--- src/rtl/color_conv_job_ctrl_pkg.sv ---
// rtl/color_conv_job_ctrl_pkg.sv - shared types and constants for the colour-conversion job sequencer
package color_conv_package;

  localparam int unsigned PIX_PER_BEAT = 4;

  typedef enum logic [2:0] {
    ST_IDLE  = 3'd0,
    ST_CLEAR = 3'd1,
    ST_ARM   = 3'd2,
    ST_WAIT  = 3'd3,
    ST_NEXT  = 3'd4,
    ST_DONE  = 3'd5
  } state_e;

  typedef struct packed {
    logic [31:0] src_base;
    logic [31:0] dst_base;
    logic [31:0] src_stride;
    logic [31:0] dst_stride;
    logic [31:0] row_pix;
    logic [31:0] row_cnt;
  } job_cfg_t;

  typedef struct packed {
    logic [31:0] base_addr;
    logic [31:0] trans_size;
    logic [15:0] line_stride;
    logic [15:0] line_length;
    logic [15:0] feat_stride;
    logic [15:0] feat_length;
    logic [15:0] feat_roll;
    logic        loop_outer;
    logic        realign_type;
  } ctrl_addressgen_t;

  typedef struct packed {
    logic             req_start;
    ctrl_addressgen_t addressgen_ctrl;
  } ctrl_sourcesink_t;

  typedef struct packed {
    logic ready_start;
    logic done;
  } flags_sourcesink_t;

  // One row is a single linear line of beats; all feature/loop fields stay zero.
  function automatic ctrl_addressgen_t row_agen(input logic [31:0] base,
                                                input logic [31:0] beats,
                                                input logic [15:0] stride);
    ctrl_addressgen_t c;
    c             = '0;
    c.base_addr   = base;
    c.trans_size  = beats;
    c.line_stride = stride;
    c.line_length = beats[15:0];
    return c;
  endfunction

endpackage

--- src/rtl/color_conv_job_ctrl_addr_step.sv ---
// rtl/color_conv_job_ctrl_addr_step.sv - per-stream row address register with stride step
module color_conv_addr_step (
  input  logic        clk,
  input  logic        rst_n,
  input  logic        load,
  input  logic        step,
  input  logic [31:0] base,
  input  logic [31:0] stride,
  output logic [31:0] addr
);

  always_ff @(posedge clk) begin
    if (!rst_n) begin
      addr <= '0;
    end else if (load) begin
      addr <= base;
    end else if (step) begin
      addr <= addr + stride;
    end
  end

endmodule

--- src/rtl/color_conv_job_ctrl.sv ---
// rtl/color_conv_job_ctrl.sv - row-by-row job sequencer for the RGB->YCbCr streamer (perf counters: COLOR_CONV_JOB_CTRL_PERF_EN)
module color_conv_job_ctrl
  import color_conv_package::*;
#(
  parameter int STREAM_WIDTH = 24 * PIX_PER_BEAT,
  parameter int ROW_CNT_W    = 16,
  parameter int PIX_CNT_W    = 16
) (
  input  logic                 clk_i,
  input  logic                 rst_ni,
  input  logic                 start_i,
  input  logic                 abort_i,
  input  logic [31:0]          src_base_i,
  input  logic [31:0]          dst_base_i,
  input  logic [PIX_CNT_W-1:0] row_pix_i,
  input  logic [ROW_CNT_W-1:0] row_cnt_i,
  input  logic [31:0]          src_stride_i,
  input  logic [31:0]          dst_stride_i,
  output ctrl_sourcesink_t     source_ctrl_o,
  input  flags_sourcesink_t    source_flags_i,
  output ctrl_sourcesink_t     sink_ctrl_o,
  input  flags_sourcesink_t    sink_flags_i,
  output logic                 clear_o,
  output logic                 busy_o,
  output logic                 done_o,
  output logic                 err_o,
  output logic [ROW_CNT_W-1:0] row_idx_o,
  output logic [31:0]          perf_busy_o,
  output logic [31:0]          perf_stall_o
);

  localparam int unsigned PPB         = STREAM_WIDTH / 24;
  localparam logic [15:0] LINE_STRIDE = 16'(STREAM_WIDTH / 8);

  state_e               state_q;
  job_cfg_t             cfg_q;
  logic [ROW_CNT_W-1:0] row_idx_q;
  logic                 src_seen_q, snk_seen_q;
  logic                 clear_q, busy_q, done_q, err_q, req_q;
  ctrl_addressgen_t     agen_src_q, agen_snk_q;
  logic [31:0]          src_addr, dst_addr;

  logic        cfg_bad, both_ready, both_done, last_row, load, step;
  logic [31:0] beats;

  assign cfg_bad    = (row_cnt_i == '0) || (row_pix_i == '0) ||
                      ((32'(row_pix_i) % PPB) != 32'd0);
  assign both_ready = source_flags_i.ready_start && sink_flags_i.ready_start;
  assign both_done  = (src_seen_q || source_flags_i.done) && (snk_seen_q || sink_flags_i.done);
  assign last_row   = 32'(row_idx_q) == (cfg_q.row_cnt - 32'd1);
  assign beats      = cfg_q.row_pix / PPB;
  assign load       = (state_q == ST_CLEAR);
  assign step       = (state_q == ST_NEXT) && !abort_i && !last_row;

  color_conv_addr_step u_src_step (
    .clk    (clk_i),
    .rst_n  (rst_ni),
    .load   (load),
    .step   (step),
    .base   (cfg_q.src_base),
    .stride (cfg_q.src_stride),
    .addr   (src_addr)
  );

  color_conv_addr_step u_dst_step (
    .clk    (clk_i),
    .rst_n  (rst_ni),
    .load   (load),
    .step   (step),
    .base   (cfg_q.dst_base),
    .stride (cfg_q.dst_stride),
    .addr   (dst_addr)
  );

  always_ff @(posedge clk_i) begin
    if (!rst_ni) begin
      state_q    <= ST_IDLE;
      cfg_q      <= '0;
      row_idx_q  <= '0;
      src_seen_q <= 1'b0;
      snk_seen_q <= 1'b0;
      clear_q    <= 1'b0;
      busy_q     <= 1'b0;
      done_q     <= 1'b0;
      err_q      <= 1'b0;
      req_q      <= 1'b0;
      agen_src_q <= '0;
      agen_snk_q <= '0;
    end else begin
      clear_q <= 1'b0;
      done_q  <= 1'b0;
      err_q   <= 1'b0;
      req_q   <= 1'b0;
      // Abort has priority over every in-flight event, including a final done.
      if (abort_i && state_q != ST_IDLE) begin
        state_q    <= ST_IDLE;
        clear_q    <= 1'b1;
        busy_q     <= 1'b0;
        row_idx_q  <= '0;
        src_seen_q <= 1'b0;
        snk_seen_q <= 1'b0;
        agen_src_q <= '0;
        agen_snk_q <= '0;
      end else begin
        case (state_q)
          ST_IDLE: begin
            if (start_i && !abort_i) begin
              if (cfg_bad) begin
                err_q <= 1'b1;
              end else begin
                cfg_q     <= '{src_base:   src_base_i,
                               dst_base:   dst_base_i,
                               src_stride: src_stride_i,
                               dst_stride: dst_stride_i,
                               row_pix:    32'(row_pix_i),
                               row_cnt:    32'(row_cnt_i)};
                state_q   <= ST_CLEAR;
                clear_q   <= 1'b1;
                busy_q    <= 1'b1;
                row_idx_q <= '0;
              end
            end
          end
          ST_CLEAR: state_q <= ST_ARM;
          ST_ARM: begin
            agen_src_q <= row_agen(src_addr, beats, LINE_STRIDE);
            agen_snk_q <= row_agen(dst_addr, beats, LINE_STRIDE);
            if (both_ready) begin
              req_q   <= 1'b1;
              state_q <= ST_WAIT;
            end
          end
          ST_WAIT: begin
            if (both_done) begin
              src_seen_q <= 1'b0;
              snk_seen_q <= 1'b0;
              state_q    <= ST_NEXT;
            end else begin
              if (source_flags_i.done) src_seen_q <= 1'b1;
              if (sink_flags_i.done)   snk_seen_q <= 1'b1;
            end
          end
          ST_NEXT: begin
            if (last_row) begin
              state_q <= ST_DONE;
              done_q  <= 1'b1;
            end else begin
              row_idx_q <= row_idx_q + 1'b1;
              state_q   <= ST_ARM;
            end
          end
          ST_DONE: begin
            state_q    <= ST_IDLE;
            busy_q     <= 1'b0;
            agen_src_q <= '0;
            agen_snk_q <= '0;
          end
          default: state_q <= ST_IDLE;
        endcase
      end
    end
  end

  assign source_ctrl_o = '{req_start: req_q, addressgen_ctrl: agen_src_q};
  assign sink_ctrl_o   = '{req_start: req_q, addressgen_ctrl: agen_snk_q};
  assign clear_o       = clear_q;
  assign busy_o        = busy_q;
  assign done_o        = done_q;
  assign err_o         = err_q;
  assign row_idx_o     = row_idx_q;

`ifdef COLOR_CONV_JOB_CTRL_PERF_EN
  logic [31:0] perf_busy_q, perf_stall_q;

  always_ff @(posedge clk_i) begin
    if (!rst_ni || state_q == ST_CLEAR) begin
      perf_busy_q  <= '0;
      perf_stall_q <= '0;
    end else begin
      if (busy_q && perf_busy_q != '1) perf_busy_q <= perf_busy_q + 32'd1;
      if (state_q == ST_ARM && !both_ready && perf_stall_q != '1)
        perf_stall_q <= perf_stall_q + 32'd1;
    end
  end

  assign perf_busy_o  = perf_busy_q;
  assign perf_stall_o = perf_stall_q;
`else
  assign perf_busy_o  = '0;
  assign perf_stall_o = '0;
`endif

endmodule

--- config.mk ---
export PLATFORM = sky130hd
export DESIGN_NAME = color_conv_job_ctrl
export DESIGN_NICKNAME = d
export VERILOG_FILES = /design/src/rtl/color_conv_job_ctrl_pkg.sv /design/src/rtl/color_conv_job_ctrl_addr_step.sv /design/src/rtl/color_conv_job_ctrl.sv
export SDC_FILE = /design/constraint.sdc
export NUM_CORES = 1
export LEC_CHECK = 0
export BUFFER_PORTS_ARGS = -buffer_cell sky130_fd_sc_hd__buf_2
export CORE_AREA = 2 2 210 212
export DETAILED_ROUTE_END_ITERATION = 10
export DIE_AREA = 0 0 212 214
export GPL_ROUTABILITY_DRIVEN = 0
export PLACE_DENSITY_LB_ADDON = 0.3
export SLEW_MARGIN = 20
export SYNTH_ARGS = -nofsm -noshare
export SYNTH_HDL_FRONTEND = slang
export SYNTH_HIERARCHICAL = 1
export SYNTH_SLANG_ARGS = --single-unit
--- constraint.sdc ---
create_clock -name clk_i -period 6.4 [get_ports clk_i]
set_input_delay 0 -clock clk_i [delete_from_list [all_inputs] [get_ports clk_i]]
set_output_delay 0 -clock clk_i [all_outputs]
set_load 0.005 [all_outputs]
# After elaboration in Yosys (flattened, before gate mapping)
# Cells that the tools add are included.
dict set report totals {
  mem_bits_ro 0
  output_inout_bits 378
  wordCells 120
  n_memories 0
  input_bits 168
  regBits 542
  ramBits 0
  latch_bits 0
}
dict set report op_classes {
  muxes 30
  reduce_logical 33
  bitwise 7
  magnitude_cmp 0
  eq_ne 11
  n_mul 0
  div 0
  shifts 0
  n_addsub 4
}
# operator count
set op_table {}
lappend op_table {{one-hot mux 146 bit (2 select lines)} 2}
lappend op_table {{2-to-1 mux 32 bit} 4}
lappend op_table {{adder 32 bit} 2}
lappend op_table {{2-to-1 mux 16 bit} 3}
lappend op_table {{== test 16 x 32 -> 1 bit} 1}
lappend op_table {{logical NOT 16 bit} 2}
lappend op_table {{one-hot mux 16 bit (2 select lines)} 1}
lappend op_table {{nonzero test 32 bit} 1}
lappend op_table {{subtractor 16 x 1 -> 17 bit (second input constant)} 1}
lappend op_table {{adder 16 x 1 -> 16 bit (second input constant)} 1}
lappend op_table {{2-to-1 mux 3 bit} 5}
lappend op_table {{one-hot mux 3 bit (5 select lines)} 1}
lappend op_table {{2-to-1 mux 1 bit} 13}
lappend op_table {{AND reduction 4 bit} 3}
lappend op_table {{nonzero test 2 bit} 6}
lappend op_table {{!= test 2 bit (second input constant)} 5}
lappend op_table {{NOT 1 bit} 7}
lappend op_table {{== test 3 x 2 -> 1 bit (second input constant)} 2}
lappend op_table {{== test 3 bit (second input constant)} 2}
lappend op_table {{logical AND 1 bit} 6}
lappend op_table {{OR reduction 3 bit} 2}
lappend op_table {{logical OR 1 bit} 4}
lappend op_table {{AND reduction 2 bit} 2}
lappend op_table {{OR reduction 4 bit} 1}
lappend op_table {{7 further kinds} 8}

# Depth between registers and ports, before layout
# Gate-level depths: netlist of run 1.
dict set report depth {
  word_depth 7
  ltp_mapped 18
  depth_no_buf 15
}

# Cells and area by module
# The synthesis of run 1 kept the hierarchy.
# mod cells_each area_each_um2 instances seq_area_each_um2
set modules_own_cells {}
lappend modules_own_cells {color_conv_job_ctrl 1404 12295.5 1 5265.0}
lappend modules_own_cells {color_conv_addr_step 442 3334.4 2 640.6}

# Worst setup path after synthesis of run 1
# OpenSTA, ideal clock, no wires.
dict set report synth_timing {
  kind {register to register}
  startpoint {register cfg_q[0] (netlist bit)}
  endpoint {register u_dst_step.addr[24]}
  stages_incl_launch_ff 18
  required_time_ps 6278
  arrival_ps 3473
  n_path_buf 3
  setup_time_ps 122
  slack_ps 2805
  synth_period_minus_slack_ps 3595
  cell_sequence {dfxtp_1 -> inv_1 -> ha_1 -> or3b_2 -> or3_2 -> nand2_1 -> o2111ai_1 -> a2111o_1 -> o21ai_4 -> buf_6 -> nor2_1 -> clkbuf_2 -> inv_1 -> nor2_1 -> nand2_1 -> clkbuf_1 -> nor2_1 -> a311o_1}
}
dict set report synth_via {
  elab_chain_cells 5
}
# item line_no
set synth_lines {}
lappend synth_lines {{start: declaration} color_conv_job_ctrl.sv:36} ;# job_cfg_t cfg_q;
lappend synth_lines {{start signal: assignment} color_conv_job_ctrl.sv:111} ;# cfg_q <= '{src_base: src_base_i,
lappend synth_lines {{subtractor 16 x 1 -> 17 bit} color_conv_job_ctrl.sv:50} ;# assign last_row = 32'(row_idx_q) == (cfg_q.row_cnt - 32'd1);
lappend synth_lines {{== test 16 x 32 -> 1 bit} color_conv_job_ctrl.sv:50}
lappend synth_lines {{logical NOT 1 bit} color_conv_job_ctrl.sv:53} ;# assign step = (state_q == ST_NEXT) && !abort_i && !last_row;
lappend synth_lines {{logical AND 1 bit} color_conv_job_ctrl.sv:53}
lappend synth_lines {{net step} color_conv_job_ctrl.sv:43} ;# logic cfg_bad, both_ready, both_done, last_row, load, step;
lappend synth_lines {{nonzero test 2 bit (no line)} -}
lappend synth_lines {{end signal: assignment} color_conv_job_ctrl_addr_step.sv:16} ;# addr <= base;
lappend synth_lines {{end signal: assignment} color_conv_job_ctrl_addr_step.sv:18} ;# addr <= addr + stride;
lappend synth_lines {{end: declaration} color_conv_job_ctrl_addr_step.sv:9} ;# output logic [31:0] addr
# The timed path passes the listed nets, and every way through them passes these cells.
# A chain may end at the register's enable or synchronous reset.

# Worst setup path after layout of run 1
dict set report layout_timing {
  startpoint {register cfg_q[0] (netlist bit)}
  endpoint {register u_dst_step.addr[23]}
}
# Same word-level chain as after synthesis.

==> impl_metrics.toml, run 1 <==
[clock_network]
cts_setup_buffers = 0
clk_path_buf_depth = 3
cts_resized = 0
cts_made_buffers = 36
cts_hold_buf = 167
ctsRootBufferMaster = "clkbuf_16"
clkLatencyLatePin_ns = 0.55
tritoncts = "done"
htreeDepth = 2
cts.clk_slew.worst_paths_ns = 0.06
numClockSinks = 327

[routing]
ant_nets = 0
drc = 0
routed_wl_microns = 56500
wl_per_cell_microns = 17.4
drt-initial-drc-count = 1156
viasPerCell = 5.29
first_pass_iters = 5
route.vias.total = 17200

[place]
numPortBuffers = 313
hpwl_microns = 39300
post-place-ws_ns = 2.12

[power_and_ir_drop]
p_leak_nw = 9.67
p_per_area_mw_per_mm2 = 251
irDropWorstVdd_v = 0.000212

[global_route]
gr-usage-met1 = 0.298
busiest_layer = "met2"
track_usage = 0.237
use_met3 = 0.0301
grt_max_degree = 96
grt_pass1_wl_microns = 87000
grt_pass1_vias = 16200
grt_antenna_before_repair = 2
grt_use_met2 = 0.412
grt_overflow = 0

[sta]
finalCritPeriodShare = 0.678
slew_headroom = 0.319
final-setup-viol-count = 0
worst_slack_ns = 2.06
tightestPinTransition_ns = 1.02
post-route-min-period_ns = 4.34
finClkSkew_ns = 0.0223
hold_violations = 0
fin_setup_tns_ns = 0
rsz0062_at_grt = "no"
maxSlewViolCount = 0
fmax_mhz = 231

[synthesis]
synth-edff-count = 0
async_flop_share = 0
synth_cells = 2288
synth-warning-count = 6
yosysTopAreaCellShare = 0.345
syn_avg_cell_area_sq_um = 8.29
synth_area_sq_mm = 0.0190
ys_seq_elements = 327
synth_area_leaders = "dfxtp_1 35%, buf_4 11%, nand2_1 8.3%"
yosys.area.top_type = "dfxtp_1"
seq_area_frac_synth = 0.345
synth_most_common_cell = "nand2_1"
ys.flop_type = "dfxtp_1"
synth_cell_types = 88
ys_top_cells_by_count = "417 x nand2_1, 327 x dfxtp_1, 280 x buf_4"

[critical_path]
worstRegToRegCells = 17
cpLargestDelayFamily = "compound AO/OA/AOI/OAI gates"
rr_startpoint = "cfg_q[0]$_SDFFE_PN0P_"
crit_required_ns = 6.83
cpPeakStageDelay_ns = 0.72
crit_buf_inv = 4
startpoint = "cfg_q[0]$_SDFFE_PN0P_"
cp_max_fo = 33
cp.arrival_ns = 4.77
crit_path_end = "u_dst_step/addr[23]$_SDFFE_PN0P_"
r2r-end = "u_dst_step/addr[23]$_SDFFE_PN0P_"
slowest_stage = "o21ai_4"
crit_type = "reg -> reg"
startpoint_type = "register"
reg2reg_setup_slack_ns = 2.06
worstPathCellList = "inv_1 -> ha_1 -> nor3b_1 -> a21oi_1 -> nor4_1 -> nand3_1 -> a2111o_1 -> o21ai_4 -> nor2_4 -> buf_4 -> inv_1 -> buf_4 -> nor3_1 -> nand4_1 -> o31ai_1 -> a21oi_1 -> nand3_1"
endpoint_kind = "register"
critical_path_depth = 17

[die]
die-area_sq_mm = 0.0454
row_count = 76
initial_utilization = 0.442
die_h_microns = 214
fp.dieW_microns = 212
core_area_sq_mm = 0.0429
io_pins = 546

[finish]
fillerInstances = 4062
drive_gt1_frac = 0.165
area_delta_synth_final_pct = 17.9
final_nets = 2870
utilization = 0.521

[flow_run]
cap_violations = 0

[status]
run_status = "finished, final reports clean"

[min_path]
hold_path.class = "in -> reg"
min_path_cells = 2
## worst min path at each step
| stage | from | to |
|---|---|---|
| 2_1_floorplan | dst_stride_i[9] | cfg_q[73]$_SDFFE_PN0P_ |
| 3_3_place_gp | src_stride_i[26] | cfg_q[122]$_SDFFE_PN0P_ |
| 3_5_place_dp | src_base_i[3] | cfg_q[163]$_SDFFE_PN0P_ |
| 4_1_cts | rst_ni | cfg_q[141]$_SDFFE_PN0P_ |
| 5_1_grt | rst_ni | cfg_q[141]$_SDFFE_PN0P_ |
| 6_report | rst_ni | cfg_q[76]$_SDFFE_PN0P_ |
## state kept, by name, indices dropped and copies added (netlist names), 3 cells and up
| signal | flops |
|---|---|
| cfg_q | 158 |
| state_q | 3 |
| u_src_step/addr | 32 |
| u_dst_step/addr | 32 |
| source_ctrl_o | 47 |
| row_idx_o | 16 |
| sink_ctrl_o | 32 |
## through the flow
stage	area, sq um	power [mW]	instances	hold WS (ns)
after floorplan	19800	3.25	2519	0.145
after global placement	19500	3.44	3016	0.257
after detailed placement	19500	3.47	3016	0.259
after CTS	22400	5.65	3246	0.0424
after global routing	22400	5.87	3248	0.0530
final	22400	5.61	3248	0.0201
## layout by cell type (no fill, tap or decap), types with 14 or more instances in the layout
cell	n
o21ai_1	14
clkbuf_16	37
nor2_1	78
nor3_1	23
ha_1	64
conb_1	232
buf_4	20
mux2i_1	19
a21boi_0	159
a211oi_1	24
nor4_1	24
dlygate4sd3_1	167
a22o_1	78
dfxtp_1	327
nand3_1	27
xnor2_1	32
a31oi_1	17
a21oi_1	139
and3_1	37
inv_1	29
o22ai_1	14
nand4_1	34
xor2_1	31
a21o_1	24
nand2_1	417
buf_2	312
o21ai_0	61
## routing by layer
metal  part of all wire  wire (microns)
met1               0.42           23800
met2               0.49           27600
met4              0.032            1800
met5                  0               0
met3              0.060            3370
## cell type report
cell class | count | area [sq um] | share of cell area
antenna | 2 | 5.00 | 0.000224
clock buffer | 52 | 1090 | 0.0488
timing repair buffer | 499 | 3380 | 0.151
tap | 585 | 732 | 0.0327
inverter | 31 | 116 | 0.00520
sequential | 327 | 6550 | 0.293
clock inverter | 11 | 97.6 | 0.00436
multi-input combinational | 1741 | 10400 | 0.465
## worst reg2reg max path, delay by kind of cell (launching register included)
family	cells	cell delay, ns
AOI/OAI and AO/OA	5	1.50
DFF	1	0.36
buffers and inverters	4	0.76
and+or+nand+nor	7	1.37
adders and majority gates	1	0.24
## cells by family (layout without fill, tap and decap cells)
family                     Yosys count  count (layout)  synth area share
and+or+nand+nor                    707             707             0.168
buffers and inverters              451             593             0.155
xor gates and xnor gates            63              63            0.0291
other                                1             234          0.000198
AOI/OAI and AO/OA                  650             650             0.245
DFF                                327             327             0.345
adders and majority gates           66              66            0.0443
muxes                               23              23            0.0128
## where the power goes
part	leakage, nW	switching, mW	internal [mW]
logic	6.45	0.776	0.449
registers	2.64	0.130	2.17
clock network	0.579	0.865	1.23
total	9.67	1.77	3.84
No activity file was read; power rests on OpenSTA's default activity.
==> run 2, diff against run 1 <==
clock period = 4 ns   (was 6.4 ns; I/O delays follow)
==> run 2 against run 1 <==
Against the previous run:
- worst setup slack lost 1.6 ns
- routed wire length shrank 0.74%
- highest routed layer unchanged
- clock power grew 75%
- non-clock buffer count grew 20
- critical endpoint unchanged
- power grew 66%
- final cell count grew 0.74%
- final area grew 1.7%
==> impl_metrics.toml, run 2 (synthesized netlist as in run 1, its figures left out) <==
[global_route]
grt_overflow = 0
grt_use_met2 = 0.405
busiest_layer = "met2"
track_usage = 0.237
gr-usage-met1 = 0.301
grt_pass1_vias = 16100
grt_pass1_wl_microns = 87000
grt_max_degree = 97
use_met3 = 0.0380
grt_antenna_before_repair = 2

[min_path]
hp-start = "src_base_i[8]"
hold_path.class = "in -> reg"
min_path_cells = 4
hold_path_end = "cfg_q[168]$_SDFFE_PN0P_"

[routing]
viasPerCell = 5.24
drc = 0
route.vias.total = 17100
routed_wl_microns = 56100
ant_nets = 0
wl_per_cell_microns = 17.2
drt-initial-drc-count = 1260
first_pass_iters = 5

[power_and_ir_drop]
p_leak_nw = 9.87
irDropWorstVdd_v = 0.000396
switchingPower_mw = 2.84
comb_power_share = 0.214
finalPower_mw = 9.33
p_per_area_mw_per_mm2 = 410
sw_frac_of_total = 0.305
p_seq_frac = 0.394
clkPwrFrac = 0.393
p_int_mw = 6.49

[finish]
final_cell_mix = "417 x nand2_1, 327 x dfxtp_1, 312 x buf_2, 232 x conb_1, 184 x dlygate4sd3_1"
largest_reg_flops = 158
fillerInstances = 4012
multi_input_area_sq_mm = 0.0104
layout_commonest_cell = "nand2_1"
drive_gt1_frac = 0.164
regArea_sq_mm = 0.00655
largest_register = "cfg_q"
final_nets = 2891
area_delta_synth_final_pct = 19.9

[critical_path]
crit_type = "reg -> reg"
rr_startpoint = "cfg_q[0]$_SDFFE_PN0P_"
reg2reg_setup_slack_ns = 0.44
cp_max_fo = 20
endpoint_kind = "register"
slowest_stage = "nor3b_1"
cp.arrival_ns = 4.06
r2r-end = "u_dst_step/addr[23]$_SDFFE_PN0P_"
cpPeakStageDelay_ns = 0.56
startpoint_type = "register"
cpMostUsedCell = "inv_1"
worstPathCellList = "inv_1 -> ha_1 -> nor3b_1 -> and4_2 -> xnor2_1 -> a211oi_1 -> a41oi_1 -> o21ai_4 -> nor2_4 -> inv_1 -> buf_4 -> nor3_1 -> nand4_1 -> o31ai_1 -> a21oi_1 -> nand3_1"
crit_required_ns = 4.49
worstRegToRegCells = 16

[sta]
finalCritPeriodShare = 0.891
tightestPinTransition_ns = 1.02
holdWs_ns = 0.233
fmax_mhz = 281
hold_violations = 0
fin_setup_tns_ns = 0
maxSlewViolCount = 0
finClkSkew_ns = 0.0210
final-setup-viol-count = 0
slew_headroom = 0.322
post-route-min-period_ns = 3.56
worst_slack_ns = 0.436
rsz0062_at_grt = "no"

[clock_network]
htreeDepth = 2
cts_setup_buffers = 0
cts_made_buffers = 37
numClockSinks = 327
clk_path_buf_depth = 3
tritoncts = "done"
cts.clk_slew.worst_paths_ns = 0.06
ctsRootBufferMaster = "clkbuf_16"
clkLatencyLatePin_ns = 0.56

[die]
io_pins = 546
initial_utilization = 0.442
fp.dieW_microns = 212
die-area_sq_mm = 0.0454
die_h_microns = 214
core_area_sq_mm = 0.0429
row_count = 76

[status]
run_status = "finished, final reports clean"

[place]
hpwl_microns = 39200
numPortBuffers = 313
post-place-ws_ns = 0.451

[flow_run]
cap_violations = 0
==> run 2: cell type report <==
cell class / instances / area share
tap: 585 / 0.0322
antenna: 2 / 0.000220
clock inverter: 13 / 0.00974
multi-input combinational: 1741 / 0.457
timing repair buffer: 519 / 0.161
sequential: 327 / 0.288
clock buffer: 54 / 0.0476
inverter: 31 / 0.00512
==> run 2: critical path, delay by kind of cell (launching register included) <==
kind | cells | cell delay (ns)
AOI/OAI and AO/OA | 5 | 0.68
xor gates and xnor gates | 1 | 0.12
adders and majority gates | 1 | 0.23
buffers and inverters | 3 | 0.45
DFF | 1 | 0.37
and+or+nand+nor | 6 | 1.66
==> run 2: worst max-delay path by stage <==
stage               slack (ns)             startpoint                               end  depth (start not counted)
floorplan                 0.40  cfg_q[0]$_SDFFE_PN0P_  u_dst_step/addr[24]$_SDFFE_PN0P_                         17
global placement          0.61  cfg_q[0]$_SDFFE_PN0P_  u_dst_step/addr[23]$_SDFFE_PN0P_                         16
detailed placement        0.45  cfg_q[0]$_SDFFE_PN0P_  u_src_step/addr[23]$_SDFFE_PN0P_                         16
CTS                       0.43  cfg_q[0]$_SDFFE_PN0P_  u_dst_step/addr[23]$_SDFFE_PN0P_                         16
global route              0.06  cfg_q[0]$_SDFFE_PN0P_  u_dst_step/addr[23]$_SDFFE_PN0P_                         16
finish                    0.44  cfg_q[0]$_SDFFE_PN0P_  u_dst_step/addr[23]$_SDFFE_PN0P_                         16
==> run 2: power by group through the flow <==
stage / Sequential, mW / Combinational [mW] / Clock, mW
global route: 3.70 / 2.20 / 3.88
finish: 3.67 / 1.99 / 3.66
CTS: 3.67 / 1.98 / 3.74
detailed placement: 3.74 / 1.82 / 0
floorplan: 3.65 / 1.55 / 0
global placement: 3.74 / 1.79 / 0
==> run 2: routing by layer <==
metal / part of all wire / vias to the layer above
met5: 0 / -
met4: 0.030 / 0
met3: 0.059 / 98
met2: 0.48 / 670
met1: 0.43 / 8051
li1: - / 8315
==> run 2: through the flow <==
stage / area [sq um] / utilization / cells
floorplan: 19800 / - / 2519
global placement: 19600 / 0.457 / 3019
detailed placement: 19600 / 0.457 / 3019
CTS: 22700 / 0.530 / 3270
global route: 22700 / 0.530 / 3272
finish: 22700 / 0.530 / 3272
==> run 2: timing repair <==
action	4_1_cts	5_1_grt
hold buffers	184	0
endpoints found under the hold margin	174	0
gates resized for setup	0	0
